**src/rtl/spike_volley_if.sv**
```systemverilog
// Load/stream bundle between the spike-time producer and the volley encoder.
// The master side presents a vector of spike times and watches the replayed volley.
interface spike_volley_if #(
  parameter int NUM_CHANNELS = 16,
  parameter int TIME_W       = 5
);
  logic                           load_valid;
  logic                           load_ready;
  logic [NUM_CHANNELS*TIME_W-1:0] spike_times;
  logic                           abort;
  logic [TIME_W-1:0]              time_val;
  logic [NUM_CHANNELS-1:0]        spike_volley;
  logic                           volley_active;
  logic                           cycle_done;
  logic                           range_err;

  modport master (
    output load_valid, spike_times, abort,
    input  load_ready, time_val, spike_volley, volley_active, cycle_done, range_err
  );

  modport slave (
    input  load_valid, spike_times, abort,
    output load_ready, time_val, spike_volley, volley_active, cycle_done, range_err
  );
endinterface

```
**src/rtl/spike_volley_encoder.sv**
```systemverilog
// Temporal-code transmitter: replays one vector of per-channel spike times as
// single-cycle spikes over a gamma cycle, followed by a quiet rest window.
module spike_volley_encoder #(
  parameter int                NUM_CHANNELS = 16,
  parameter int                TIME_W       = 5,
  parameter int                GAMMA_PERIOD = 16,
  parameter int                REST_CYCLES  = 4,
  parameter logic [TIME_W-1:0] NULL_TIME    = '1
) (
  input logic           clk,
  input logic           rst_n,
  spike_volley_if.slave bus
);
  localparam int                REST_W    = (REST_CYCLES > 1) ? $clog2(REST_CYCLES) : 1;
  localparam logic [TIME_W:0]   GP_WIDE   = (TIME_W+1)'(GAMMA_PERIOD);
  localparam logic [TIME_W-1:0] LAST_STEP = TIME_W'(GAMMA_PERIOD - 1);
  localparam logic [REST_W-1:0] REST_LAST = REST_W'(REST_CYCLES - 1);

  if (GAMMA_PERIOD < 1 || GAMMA_PERIOD > int'(NULL_TIME) || REST_CYCLES < 1) begin : g_param_check
    $error("spike_volley_encoder: need 1 <= GAMMA_PERIOD <= NULL_TIME and REST_CYCLES >= 1");
  end

  typedef enum logic [1:0] {IDLE, RUN, REST} state_t;

  state_t                         state_q, state_d;
  logic [NUM_CHANNELS*TIME_W-1:0] times_q, times_d;
  logic [TIME_W-1:0]              time_q, time_d;
  logic [NUM_CHANNELS-1:0]        spike_q, spike_d;
  logic                           active_q, active_d;
  logic                           done_q, done_d;
  logic                           err_q, err_d;
  logic [REST_W-1:0]              rest_q, rest_d;

  // A channel fires on step t only if its time is in range and not the "never" code.
  function automatic logic [NUM_CHANNELS-1:0] fires(
    input logic [NUM_CHANNELS*TIME_W-1:0] times,
    input logic [TIME_W-1:0]              t
  );
    logic [NUM_CHANNELS-1:0] m;
    logic [TIME_W-1:0]       ct;
    m = '0;
    for (int i = 0; i < NUM_CHANNELS; i++) begin
      ct   = times[i*TIME_W +: TIME_W];
      m[i] = (ct == t) && (ct != NULL_TIME) && ({1'b0, ct} < GP_WIDE);
    end
    return m;
  endfunction

  function automatic logic out_of_range(input logic [NUM_CHANNELS*TIME_W-1:0] times);
    logic          bad;
    logic [TIME_W-1:0] ct;
    bad = 1'b0;
    for (int i = 0; i < NUM_CHANNELS; i++) begin
      ct  = times[i*TIME_W +: TIME_W];
      bad = bad | ((ct != NULL_TIME) && ({1'b0, ct} >= GP_WIDE));
    end
    return bad;
  endfunction

  always_comb begin
    // NOTE: every signal gets a default before the case so no path can infer a latch.
    state_d  = state_q;
    times_d  = times_q;
    time_d   = '0;
    spike_d  = '0;
    active_d = 1'b0;
    done_d   = 1'b0;
    err_d    = err_q;
    rest_d   = rest_q;

    unique case (state_q)
      IDLE: begin
        // A simultaneous abort is irrelevant here: the load always wins.
        if (bus.load_valid) begin
          state_d  = RUN;
          times_d  = bus.spike_times;
          spike_d  = fires(bus.spike_times, '0);
          active_d = 1'b1;
          done_d   = (GAMMA_PERIOD == 1);
          err_d    = err_q | out_of_range(bus.spike_times);
        end
      end
      RUN: begin
        if (bus.abort) begin
          state_d = IDLE;
        end else if (time_q == LAST_STEP) begin
          state_d = REST;
          rest_d  = '0;
        end else begin
          time_d   = time_q + TIME_W'(1);
          spike_d  = fires(times_q, time_d);
          active_d = 1'b1;
          done_d   = (time_d == LAST_STEP);
        end
      end
      REST: begin
        if (bus.abort || rest_q == REST_LAST) begin
          state_d = IDLE;
        end else begin
          rest_d = rest_q + REST_W'(1);
        end
      end
      default: state_d = IDLE;
    endcase
  end

  // NOTE: the stored times are a handful of flops, so they are reset to NULL_TIME
  // rather than left undefined; a stale vector can never leak into a later volley.
  always_ff @(posedge clk or negedge rst_n) begin
    if (!rst_n) begin
      state_q  <= IDLE;
      times_q  <= {NUM_CHANNELS{NULL_TIME}};
      time_q   <= '0;
      spike_q  <= '0;
      active_q <= 1'b0;
      done_q   <= 1'b0;
      err_q    <= 1'b0;
      rest_q   <= '0;
    end else begin
      // NOTE: non-blocking assignments so every register samples pre-edge values.
      state_q  <= state_d;
      times_q  <= times_d;
      time_q   <= time_d;
      spike_q  <= spike_d;
      active_q <= active_d;
      done_q   <= done_d;
      err_q    <= err_d;
      rest_q   <= rest_d;
    end
  end

  assign bus.load_ready    = (state_q == IDLE);
  assign bus.time_val      = time_q;
  assign bus.spike_volley  = spike_q;
  assign bus.volley_active = active_q;
  assign bus.cycle_done    = done_q;
  assign bus.range_err     = err_q;
endmodule

```
**src/flat_wrapper.sv**
```systemverilog
// flat-port wrapper written by rule: the top's interface ports become plain ports
module spike_volley_encoder_flat 
#(
  parameter int                NUM_CHANNELS = 16,
  parameter int                TIME_W       = 5,
  parameter int                GAMMA_PERIOD = 16,
  parameter int                REST_CYCLES  = 4,
  parameter logic [TIME_W-1:0] NULL_TIME    = '1
)
  (clk, rst_n, bus_load_valid, bus_spike_times, bus_abort, bus_load_ready, bus_time_val, bus_spike_volley, bus_volley_active, bus_cycle_done, bus_range_err);
  spike_volley_if #(.NUM_CHANNELS(NUM_CHANNELS), .TIME_W(TIME_W)) bus_i ();
  input logic clk;
  input logic rst_n;
  input wire logic [$bits(bus_i.load_valid)-1:0] bus_load_valid;
  input wire logic [$bits(bus_i.spike_times)-1:0] bus_spike_times;
  input wire logic [$bits(bus_i.abort)-1:0] bus_abort;
  output wire logic [$bits(bus_i.load_ready)-1:0] bus_load_ready;
  output wire logic [$bits(bus_i.time_val)-1:0] bus_time_val;
  output wire logic [$bits(bus_i.spike_volley)-1:0] bus_spike_volley;
  output wire logic [$bits(bus_i.volley_active)-1:0] bus_volley_active;
  output wire logic [$bits(bus_i.cycle_done)-1:0] bus_cycle_done;
  output wire logic [$bits(bus_i.range_err)-1:0] bus_range_err;
  assign bus_i.load_valid = bus_load_valid;
  assign bus_i.spike_times = bus_spike_times;
  assign bus_i.abort = bus_abort;
  assign bus_load_ready = bus_i.load_ready;
  assign bus_time_val = bus_i.time_val;
  assign bus_spike_volley = bus_i.spike_volley;
  assign bus_volley_active = bus_i.volley_active;
  assign bus_cycle_done = bus_i.cycle_done;
  assign bus_range_err = bus_i.range_err;
  spike_volley_encoder #(.NUM_CHANNELS(NUM_CHANNELS), .TIME_W(TIME_W), .GAMMA_PERIOD(GAMMA_PERIOD), .REST_CYCLES(REST_CYCLES), .NULL_TIME(NULL_TIME)) u_core (.clk(clk), .rst_n(rst_n), .bus(bus_i));
endmodule
```
**config.mk**
```make
export PLATFORM = sky130hd
export DESIGN_NAME = spike_volley_encoder_flat
export DESIGN_NICKNAME = d
export VERILOG_FILES = /design/src/rtl/spike_volley_if.sv /design/src/rtl/spike_volley_encoder.sv /design/src/flat_wrapper.sv
export SDC_FILE = /design/constraint.sdc
export NUM_CORES = 1
export LEC_CHECK = 0
export ABC_AREA = 1
export CORE_MARGIN = 2
export CORE_UTILIZATION = 50
export DETAILED_ROUTE_END_ITERATION = 10
export PLACE_DENSITY = 0.86
export RECOVER_POWER = 50
export SYNTH_ARGS = -nofsm -noshare
export SYNTH_HDL_FRONTEND = slang
export SYNTH_SLANG_ARGS = --single-unit
```
**constraint.sdc**
```tcl
create_clock -name clk -period 3.7 [get_ports clk]
set_input_delay 0.555 -clock clk [delete_from_list [all_inputs] [get_ports clk]]
set_output_delay 0.555 -clock clk [all_outputs]
set_load 0.005 [all_outputs]
```
==> load_flow_metrics.sql <==
INSERT INTO impl_metrics (metric_group, metric, value, unit) VALUES
('power_and_ir_drop', 'cell_leakage_power', '3.10', 'nW'),
('floorplan', 'top_level_ports', '109', ''),
('logic_synthesis', 'synthesis.yosys.warnings', '0', ''),
('timing', 'finalMaxSlewViolations', '71', ''),
('logic_synthesis', 'synthDistinctLibCells', '26', ''),
('timing', 'fin_crit_sh', '0.773', ''),
('finish', 'fill_cell_instance_count_of_the_final_layout', '917', ''),
('global_routing', 'grt_max_degree', '71', ''),
('routing', 'detail_route.first_pass.iterations', '5', ''),
('power_and_ir_drop', 'worst_ir_drop_vdd', '284', 'uV'),
('logic_synthesis', 'ys_seq_area_frac', '0.507', ''),
('routing', 'avgRoutedWirePerCell', '14.2', 'um'),
('worst_setup_path', 'critPathTopFamily', 'buffers and inverters', ''),
('logic_synthesis', 'synthMuxAreaShare', '0', ''),
('worst_setup_path', 'slowest_stage', 'nand2_1', ''),
('worst_setup_path', 'crit_path_cell_trace', 'dlygate4sd3_1, nand2_1, clkinv_1, buf_4, nand2_1, nand2_1', ''),
('clock_tree', 'cts.htree.levels', '3', ''),
('timing', 'finalSetupTns', '0', 'ns'),
('logic_synthesis', 'average_cell_area_after_synthesis', '7.98', 'um2'),
('run_status', 'violations', 'max-capacitance violations, max-slew violations', ''),
('logic_synthesis', 'synth_simple_gate_area_share', '0.259', ''),
('clock_tree', 'tritoncts', 'yes', ''),
('finish', 'final_layout_size_suffix_gt1_frac', '0.134', ''),
('routing', 'drt-vias-per-instance', '5.15', ''),
('worst_setup_path', 'timing.critical_path.arrival', '3.13', 'ns'),
('clock_tree', 'cts-hold-fix-buffers', '0', ''),
('timing', 'timing.slew.headroom', '-0.123', ''),
('floorplan', 'design.die.area', '0.0119', 'mm2'),
('logic_synthesis', 'yosys.area_share.adder', '0.0113', ''),
('power_and_ir_drop', 'clock_power_share', '0.148', ''),
('power_and_ir_drop', 'netSwitchingFraction', '0.365', ''),
('hold_path', 'hold_path.class', 'flip-flop to flip-flop', ''),
('worst_setup_path', 'critical-path-max-stage-delay', '0.77', 'ns'),
('timing', 'grt_setup_unrepaired', 'false', ''),
('clock_tree', 'clockBufferDepth', '2', ''),
('flow_run', 'max_cap_violations', '1', ''),
('routing', 'drt-initial-drc-count', '280', ''),
('hold_path', 'timing.hold.worst_path_depth', '2', ''),
('power_and_ir_drop', 'power_density', '654', 'mW/mm2'),
('worst_setup_path', 'cp.required', '3.97', 'ns'),
('power_and_ir_drop', 'power.switching', '1.63', 'mW'),
('worst_setup_path', 'crit_type', 'input pin to flip-flop', ''),
('routing', 'route.detailed.drc', '0', ''),
('power_and_ir_drop', 'seq_power_share', '0.509', ''),
('placed_design', 'dp.final_hpwl', '9360', 'um'),
('finish', 'final_core_util', '0.632', ''),
('finish', 'layout_overhead_on_the_synthesized_area', '23.8', '%'),
('clock_tree', 'clkTransAtPathRegs', '0.11', 'ns'),
('clock_tree', 'clockRootBuffer', 'clkbuf_8', ''),
('clock_tree', 'clock_sinks', '108', ''),
('clock_tree', 'clock_latency', '0.37', 'ns'),
('power_and_ir_drop', 'pwr-share-comb', '0.343', ''),
('timing', 'total_count_of_hold_check_failures_in_the_final_report', '0', ''),
('power_and_ir_drop', 'cell_internal_pwr', '2.84', 'mW'),
('logic_synthesis', 'combinational_family_with_the_most_area_after_synthesis', 'simple AND/OR/NAND/NOR gates', ''),
('timing', 'fin_skew', '0.0109', 'ns'),
('global_routing', 'grt_overflow_total', '0', ''),
('clock_tree', 'cts_resized', '0', ''),
('run_status', 'outcome', 'finished, violations left', ''),
('logic_synthesis', 'compound_gate_portion_of_the_synthesized_area', '0.0941', ''),
('floorplan', 'die-width', '109', 'um'),
('global_routing', 'first_pass_grt_wire_length', '21700', 'um'),
('routing', 'vias', '4820', ''),
('timing', 'fin_crit', '2.86', 'ns'),
('logic_synthesis', 'syn_area', '0.00553', 'mm2'),
('worst_setup_path', 'r2r_cells', '6', ''),
('worst_setup_path', 'cpMostUsedCell', 'nand2_1', ''),
('timing', 'tightestPinTransition', '1.68', 'ns'),
('timing', 'setup_viol', '0', ''),
('clock_tree', 'post_cts_buffers', '0', ''),
('global_routing', 'globalRouteTotalUtil', '0.236', '');
synth_stat cells:
cell type | n | share of area
xnor2_4 | 1 | 0.0050
buf_8 | 2 | 0.0054
clkbuf_8 | 1 | 0.0025
nand2_1 | 181 | 0.12
nand4_1 | 21 | 0.024
xor2_1 | 5 | 0.0079
ha_1 | 5 | 0.011
nor3_1 | 3 | 0.0027
o21ai_0 | 55 | 0.050
xnor2_1 | 27 | 0.043
dfrtp_1 | 28 | 0.13
dfstp_2 | 80 | 0.38
o2111ai_1 | 6 | 0.0095
inv_1 | 65 | 0.044
buf_1 | 1 | 0.00068
nand3_1 | 23 | 0.021
nor2_1 | 122 | 0.083
and2_1 | 1 | 0.0011
a211oi_1 | 3 | 0.0041
clkbuf_1 | 11 | 0.0075
clkbuf_4 | 1 | 0.0014
nand2_4 | 1 | 0.0020
buf_2 | 12 | 0.011
clkinv_1 | 1 | 0.00068
or2_2 | 3 | 0.0034
a21oi_1 | 34 | 0.031
worst paths after layout:
kind | endpoint | start
hold reg to reg | u_core.times_q[4]$_DFFE_PN1P_ | u_core.times_q[4]$_DFFE_PN1P_
setup / recovery | u_core.bus.range_err$_DFFE_PN0P_ | bus_load_valid
min in group asynchronous | u_core.bus.volley_active$_DFF_PN0_ | rst_n
hold / removal | u_core.times_q[4]$_DFFE_PN1P_ | u_core.times_q[4]$_DFFE_PN1P_
setup reg to reg | u_core.bus.range_err$_DFFE_PN0P_ | u_core.state_q[0]$_DFFE_PN0P_
max in group asynchronous | u_core.bus.spike_volley[11]$_DFF_PN0_ | rst_n
per-stage QoR:
stage / worst slack [ns] / hold slack (ns) / power, mW / instance area, um2 / instances
2_1_floorplan: 1.95 / 0.259 / 3.31 / 5530 / 693
3_3_place_gp: 1.32 / 0.458 / 3.75 / 6690 / 920
5_1_grt: 0.636 / 0.492 / 4.81 / 6850 / 936
3_5_place_dp: 1.23 / 0.459 / 3.82 / 6690 / 920
6_report: 0.840 / 0.477 / 4.48 / 6850 / 936
4_1_cts: 1.19 / 0.328 / 4.48 / 6870 / 936
worst reg2reg max path: stages, from the launching register on:
cell      delay [ns]
dfrtp_1         0.40
nor2_1          0.08
nand2_1         0.77
clkinv_1        0.71
buf_4           0.41
nand2_1         0.09
nand2_1         0.05
cell families (layout without fill, tap and decap cells):
group	after synthesis	count (layout)
buffers and inverters	94	197
adders and majority gates	5	5
and+or+nand+nor	355	355
AOI/OAI and AO/OA	98	98
xor gates and xnor gates	33	33
DFF	108	108
per-layer routing:
metal | up-vias | track usage | share of wire
li1 | 2397 | - | -
met5 | - | 0 | 0
met1 | 2248 | 0.314 | 0.44
met2 | 150 | 0.400 | 0.49
met3 | 25 | 0.0269 | 0.053
met4 | 0 | 0.0805 | 0.023
power by group through the flow:
stage / Combinational [mW] / Clock [mW] / Sequential, mW
4_1_cts: 1.55 / 0.666 / 2.27
6_report: 1.54 / 0.663 / 2.28
2_1_floorplan: 1.11 / 0 / 2.20
5_1_grt: 1.76 / 0.712 / 2.34
3_5_place_dp: 1.53 / 0 / 2.28
3_3_place_gp: 1.48 / 0 / 2.27
layout make-up:
class                   instances  area (um2)  area share
flip-flops and latches        108        2800       0.409
multi-input cells             491        2330       0.340
repair buffers                115        1120       0.164
inverters                      66         248      0.0362
well taps                     140         175      0.0256
clock buffers                   9         124      0.0181
clock inverters                 7        52.6     0.00767
placed cells by master (no fill, tap or decap), types with 2 or more instances in the layout:
| cell type | instances |
|---|---|
| a21oi_1 | 34 |
| ha_1 | 5 |
| inv_1 | 65 |
| dfstp_2 | 80 |
| nand3_1 | 23 |
| clkbuf_1 | 2 |
| o2111ai_1 | 6 |
| nand2_1 | 181 |
| dfrtp_1 | 28 |
| nor2_1 | 122 |
| clkbuf_8 | 9 |
| buf_4 | 5 |
| nand4_1 | 21 |
| a211oi_1 | 3 |
| o21ai_0 | 55 |
| xor2_1 | 5 |
| or2_2 | 3 |
| xnor2_1 | 27 |
| clkinvlp_4 | 4 |
| clkdlybuf4s50_1 | 106 |
| nor3_1 | 3 |
flip-flops by register name, indices dropped and copies added (netlist names):
signal and flops:
u_core.rest_q 2, u_core.times_q 80, u_core.state_q 2, u_core.bus.cycle_done 1, u_core.bus.spike_volley 16, u_core.bus.range_err 1, u_core.bus.volley_active 1, u_core.bus.time_val 5
No activity file was read; power rests on OpenSTA's default activity.
